--- config.mk ---
export PLATFORM = sky130hd
export DESIGN_NAME = fetch_ctrl
export DESIGN_NICKNAME = d
export VERILOG_FILES = /design/src/rtl/fetch_ctrl.sv
export SDC_FILE = /design/constraint.sdc
export NUM_CORES = 1
export LEC_CHECK = 0
export ABC_AREA = 1
export BUFFER_PORTS_ARGS = -buffer_cell sky130_fd_sc_hd__buf_2
export CAP_MARGIN = 5
export CORE_UTILIZATION = 40
export CTS_BUF_LIST = sky130_fd_sc_hd__clkbuf_4
export DETAILED_ROUTE_END_ITERATION = 8
export PLACE_DENSITY = 0.79
export SYNTH_ARGS = -nofsm -noshare
export SYNTH_HDL_FRONTEND = slang
export SYNTH_SLANG_ARGS = --single-unit
--- constraint.sdc ---
create_clock -name CLK -period 1.83 [get_ports CLK]
set_input_delay 0.2745 -clock CLK [delete_from_list [all_inputs] [get_ports CLK]]
set_output_delay 0.2745 -clock CLK [all_outputs]
set_load 0.01 [all_outputs]
--- src/rtl/fetch_ctrl.sv ---
// rtl/fetch_ctrl.sv - instruction-side sequencing controller driving the PC
module fetch_ctrl #(
  parameter int          CNT_W   = 16,
  parameter logic [9:0]  MAX_PC  = 10'd63,
  parameter logic [8:0]  HALT_OP = 9'h1FF
) (
  input  logic             CLK,
  input  logic             init_n,
  input  logic             start_i,
  input  logic [8:0]       inst_i,
  input  logic [9:0]       pc_i,
  input  logic             pc_halt_i,
  input  logic             flag_we_i,
  input  logic             flag_d_i,
  output logic             pc_init,
  output logic             jump_en,
  output logic             branch_en,
  output logic [6:0]       counter,
  output logic             done,
  output logic             busy,
  output logic [CNT_W-1:0] instr_count
);

  typedef enum logic [1:0] {
    IDLE = 2'd0,
    RUN  = 2'd1,
    DONE = 2'd2
  } state_t;

  state_t             state, state_nx;
  logic               flag, flag_nx;
  logic [CNT_W-1:0]   cnt, cnt_nx;

  logic is_halt, is_jmp, is_brc, end_run;

  // Instruction classes; HALT_OP also matches the JMP prefix so it is excluded there.
  assign is_halt = (inst_i == HALT_OP);
  assign is_jmp  = (inst_i[8:7] == 2'b11) && !is_halt;
  assign is_brc  = (inst_i[8:4] == 5'b10110);
  // PC-side termination: halt flag from the PC or PC walked past the program.
  assign end_run = pc_halt_i || (pc_i > MAX_PC);

  assign instr_count = cnt;

  // State, condition flag and executed-instruction counter registers.
  always_ff @(posedge CLK or negedge init_n) begin
    if (!init_n) begin
      state <= IDLE;
      flag  <= 1'b0;
      cnt   <= '0;
    end else begin
      state <= state_nx;
      flag  <= flag_nx;
      cnt   <= cnt_nx;
    end
  end

  // Next-state and PC control decode; requests only issue in RUN with no pending stop.
  always_comb begin
    state_nx  = state;
    flag_nx   = flag;
    cnt_nx    = cnt;
    pc_init   = 1'b1;
    jump_en   = 1'b0;
    branch_en = 1'b0;
    counter   = 7'd0;
    done      = 1'b0;
    busy      = 1'b0;
    case (state)
      IDLE: begin
        if (start_i) begin
          state_nx = RUN;
          flag_nx  = 1'b0;
          cnt_nx   = '0;
        end
      end
      RUN: begin
        pc_init = 1'b0;
        busy    = 1'b1;
        if (cnt != '1) begin
          cnt_nx = cnt + CNT_W'(1);
        end
        if (flag_we_i) begin
          flag_nx = flag_d_i;
        end
        if (end_run || is_halt) begin
          state_nx = DONE;
        end else begin
          jump_en   = is_jmp;
          // Branch sees the registered flag, not a same-cycle write.
          branch_en = is_brc && flag;
          counter   = is_jmp ? inst_i[6:0] : 7'd0;
        end
      end
      DONE: begin
        done = 1'b1;
        if (start_i) begin
          state_nx = RUN;
          flag_nx  = 1'b0;
          cnt_nx   = '0;
        end
      end
      default: begin
        state_nx = IDLE;
      end
    endcase
  end

endmodule

## Word level (Yosys, flattened, before mapping)

Index checks and enable logic that the tools add are counted.

- Register bits: 19
- Bits in latches: 0
- Memory bits (writable): 0
- Memory bits (read-only): 0
- Input port bits: 25
- Output and inout bits: 28
- Memories kept: 0

- Add/sub/neg operators: 1
- Multipliers: 0
- Div/mod/pow operators: 0
- Order comparisons: 1
- Eq/ne operators: 10
- Shifts and indexed selects: 0
- Mux-type cells: 19
- Bitwise logic cells: 0
- Reductions and logical operators: 11

Operator list:

| operator | count |
|---|---|
| 16-bit 2-to-1 mux | 2 |
| 16-bit one-hot mux with 2 select lines | 1 |
| 7-bit 2-to-1 mux | 3 |
| 16-bit by 1-bit adder with 16-bit output, second input constant | 1 |
| 16-bit inequality test, second input constant | 1 |
| 10-bit by 6-bit > comparator with 1-bit output, second input constant | 1 |
| 9-bit == test, second input constant | 1 |
| 1-bit 2-to-1 mux | 9 |
| 2-bit inequality test, second input constant | 3 |
| 3-bit AND reduction | 2 |
| 5-bit == test, second input constant | 1 |
| 2-bit == test, second input constant | 2 |
| 2-bit 2-to-1 mux | 2 |
| 2-bit one-hot mux with 2 select lines | 1 |
| 2-bit by 1-bit == test with 1-bit output, second input constant | 1 |
| 1-bit logical AND | 2 |
| 2-bit logical NOT | 1 |
| 1-bit logical OR | 2 |
| 2-bit by 1-bit inequality test with 1-bit output, second input constant | 1 |
| 1-bit one-hot mux with 2 select lines | 1 |
| 2-bit AND reduction | 1 |
| 2-bit nonzero test | 1 |
| 2-bit OR reduction | 1 |
| 1-bit logical NOT | 1 |

## Logic depth before layout (Yosys ltp)

- Depth after elaboration: 6
- Mapped depth: 8

## Worst setup path before layout

OpenSTA, ideal clock, no wires.

- Kind: register to register
- From: reg cnt[1], in the netlist instr_count[1]
- To: reg cnt[2], in the netlist instr_count[2]
- Arrival time: 1470 ps
- Data required time: 1754 ps
- Slack: 284 ps
- Cell stages (with the launch flop): 9
- Clock period less this slack: 1546 ps
- Path through: dfrtp_1 ha_1 nand2_2 nor2_2 nand3_2 o21ai_4 buf_6 nand2_1 o21ai_1

- Cells in the longest elaborated chain, start to end: 3

RTL lines:

| item | line | RTL |
|---|---|---|
| start: declaration | 32 | `logic [CNT_W-1:0] cnt, cnt_nx;` |
| start signal: assignment | 54 | `cnt <= cnt_nx;` |
| 16-bit by 1-bit adder with 16-bit output / 16-bit inequality test (equally long branches) | 81, 80 |  |
| 16-bit 2-to-1 mux / 2-bit inequality test (equally long branches) | n/a |  |
| 16-bit one-hot mux with 2 select lines / 3-bit AND reduction (equally long branches) | n/a |  |

Parallel ways exist; a longest one is shown, timed or not. The select of a mux whose other input is x is not followed.
A chain may end at the register's enable or synchronous reset.

## Final worst setup path

- From: reg state[1]
- To: out counter[1]

- Cells in the longest elaborated chain, start to end: 2

RTL lines:

| item | line | RTL |
|---|---|---|
| start: declaration | 30 | `state_t state, state_nx;` |
| start signal: assignment | 52 | `state <= state_nx;` |
| 2-bit by 1-bit == test with 1-bit output | 69 | `case (state)` |
| 7-bit 2-to-1 mux | 69 |  |
| end: declaration | 18 | `output logic [6:0] counter,` |

No other way between the ends.

==> impl_results.md <==
- Outcome: complete, no violations
- Max Clk Rate: 572 MHz
- Combined area of all synthesized cells: 1310 um2
- Number of detailed-route iterations in the first pass: 4
- Number of cells on the worst hold path: 2
- Clock skew: 0.00504 ns
- Yosys synthesis warning count: 0
- #FFs+latches synth: 19
- MaxCap Viol Count: 0
- Layout cells sized above 1: 0.278
- Clock edge transition at the registers on the reported setup and hold paths: 0.11 ns
- Number of antenna violations at the first check in global routing: 0
- Post-Synthesis Cells: 197
- Total power density per cell area: 504 nW/um2
- CTS tree: yes
- H-tree depth reported by CTS: 1
- Fin crit period: 1.75 ns
- Period Utilization, post-route: 0.955
- Antenna cell count: 0
- Effective utilization at floorplan: 0.426
- Largest fanout of any net on the critical path: 7
- Worst setup slack before clock tree synthesis: 0.199 ns
- Per-instance average area after synthesis: 6.66 um2
- Number of vias in the routed layout: 1396
- Synthesized-area fraction occupied by adder cells: 0.00953
- Maximum clock path buffer count: 2
- Synth-to-Final Area Change: 26.9%
- Post-synthesis compound-gate area fraction: 0.0829
- Remaining antenna violation count after routing: 0
- Finish-stage setup viols: 0
- Slew at the pin with the worst max-slew slack: 0.411 ns
- Worst Setup Slack, final: 0.0823 ns
- Total DRC errors in the routed layout: 0
- Number of buffers created by CTS: 3
- Vias in the first global route: 1231
- Total global routing overflow: 0
- Endpoint class of the critical path: output port
- Number of core rows: 20
- Most common library cell in the layout ignoring fill and taps: sky130_fd_sc_hd__nand2_1
- Die boundary width: 59.3 um
- Endpoints failing hold: 0
- Data required time of the worst path: 1.56 ns
- Static leakage: 0.861 nW
- Startpoint types: register
- Sequential element share of the synthesized area: 0.362
- Wirelength per Cell: 11.1 um
- Peak supply drop: 0.000264 V
- Pin count of the biggest net entering global routing: 20
- Hold WC Path Type: input port to register
- Relative slew slack: 0.726
- Most frequent cells in the layout: sky130_fd_sc_hd__nand2_1, sky130_fd_sc_hd__buf_2, sky130_fd_sc_hd__nor2_1
- Final Core Density: 0.541
- Per-cell via count in the routed design: 4.78
- Parity-gate share of the synthesized area counting xor and xnor cells: 0.0400
- Post-synthesis simple-gate area fraction: 0.414
- DPL Wire Length: 2.37 mm
- Total power consumption of the routed design: 0.840 mW
- Sink count of the clock tree: 19
- Placeable core area: 3080 um2
- Portion of netlist area occupied by mux cells: 0
- Post-synthesis net count: 223
- Global-route wire length before repair: 5.13 mm
- Last weighted congestion value of the routability-driven placer: 0.912
- Final number of max-transition violations: 0
- Data arrival at the endpoint of the critical path: 1.47 ns
- DIE HEIGHT: 59.3 um
- Setup repair after global routing missed its margin: true
- Die outline area: 3510 um2
- Clock latency reported for the late side of the worst-skew pair: 0.30 ns
- Master cell of the clock root buffer: sky130_fd_sc_hd__clkbuf_4
- Final net count: 275
- Minimum setup slack among reg-to-reg paths: 0.16 ns
- Count of routing violations after the opening detailed-route iteration: 41
- Total detailed-routing wirelength: 3.23 mm
- Number of cells on the worst reg-to-reg path: 8
- Top Ports: 53
- Dominant combinational cell family by area after synthesis: simple AND/OR/NAND/NOR gates
- I/O Buffers: 46
- Number of library cell types mapped by synthesis: 22
- Path type of the worst setup path: register to output port
- Final total negative setup slack: 0 ns
- Global-route total usage across every layer: 0.190
[kinds of logic (layout without fill, tap and decap cells)]
kind of cell	Yosys count	in the layout
adders and majority gates	1	1
buffers and inverters	28	79
and+or+nand+nor	125	125
DFF	19	19
AOI/OAI and AO/OA	18	18
xor gates and xnor gates	6	6
[metrics by stage]
step	hold WS [ns]	area [um2]	std cells
after floorplan	-0.0211	1310	197
after global placement	0.238	1590	287
after detailed placement	0.236	1590	287
after CTS	0.165	1640	292
after global routing	0.174	1670	292
final	0.167	1670	292
[report_power, final]
part / internal [mW] / leakage (nW) / switching [mW]
Clock: 0.0996 / 0.0184 / 0.128
Sequential: 0.435 / 0.261 / 0.0154
Combinational: 0.0602 / 0.581 / 0.101
Total: 0.595 / 0.861 / 0.245
[critical path: stages, from the launching register on]
cell and delay, ns:
sky130_fd_sc_hd__dfrtp_1 0.39, sky130_fd_sc_hd__inv_2 0.07, sky130_fd_sc_hd__nand2_4 0.07, sky130_fd_sc_hd__nor3_4 0.24
sky130_fd_sc_hd__nand3_4 0.14, sky130_fd_sc_hd__inv_2 0.07, sky130_fd_sc_hd__nand2_1 0.04, sky130_fd_sc_hd__inv_1 0.04
sky130_fd_sc_hd__buf_2 0.11
[state kept, by name, summed over array words and instances, names as in the netlist]
| signal | count |
|---|---|
| state | 2 |
| flag | 1 |
| instr_count | 16 |
[cells in the mapped netlist, drive strengths merged]
cell type / count / share of area
clkbuf: 1 / 0.0029
nand3: 20 / 0.084
inv: 25 / 0.071
dfrtp: 19 / 0.36
o21ai: 16 / 0.070
nor3: 2 / 0.0076
nand3b: 1 / 0.0057
xor2: 6 / 0.040
buf: 2 / 0.017
nor2: 34 / 0.10
ha: 1 / 0.0095
nand4: 6 / 0.029
o21bai: 1 / 0.0057
a32o: 1 / 0.0076
nor4: 1 / 0.0048
nand2: 61 / 0.18
[cell type report]
class	instances	area (um2)
repair buffers	50	263
fillers	327	1410
inverters	25	93.8
flip-flops and latches	19	475
multi-input cells	150	748
clock buffers	4	30.0
well taps	44	55.1
[what timing repair did]
action | in CTS | in global routing
endpoints found under the setup margin | 8 | 17
hold buffers | 1 | 0
pin swaps | 0 | 2
buffers inserted | 0 | 0
hold endpoints to repair | 19 | 0
gates resized for setup | 2 | 6
[per-layer routing]
layer,track usage,share of wire
met3,0.0284,0.074
met1,0.236,0.44
met2,0.334,0.47
met5,0,0
met4,0.0680,0.011
[final timing paths]
kind	from	end
hold reg to reg	flag	flag
setup reg to reg	instr_count[1]	instr_count[10]
min in group asynchronous	init_n	instr_count[2]
setup / recovery	state[1]	counter[1]
hold / removal	start_i	state[1]
max in group asynchronous	init_n	instr_count[15]
Power figures use the tool's default switching activity.
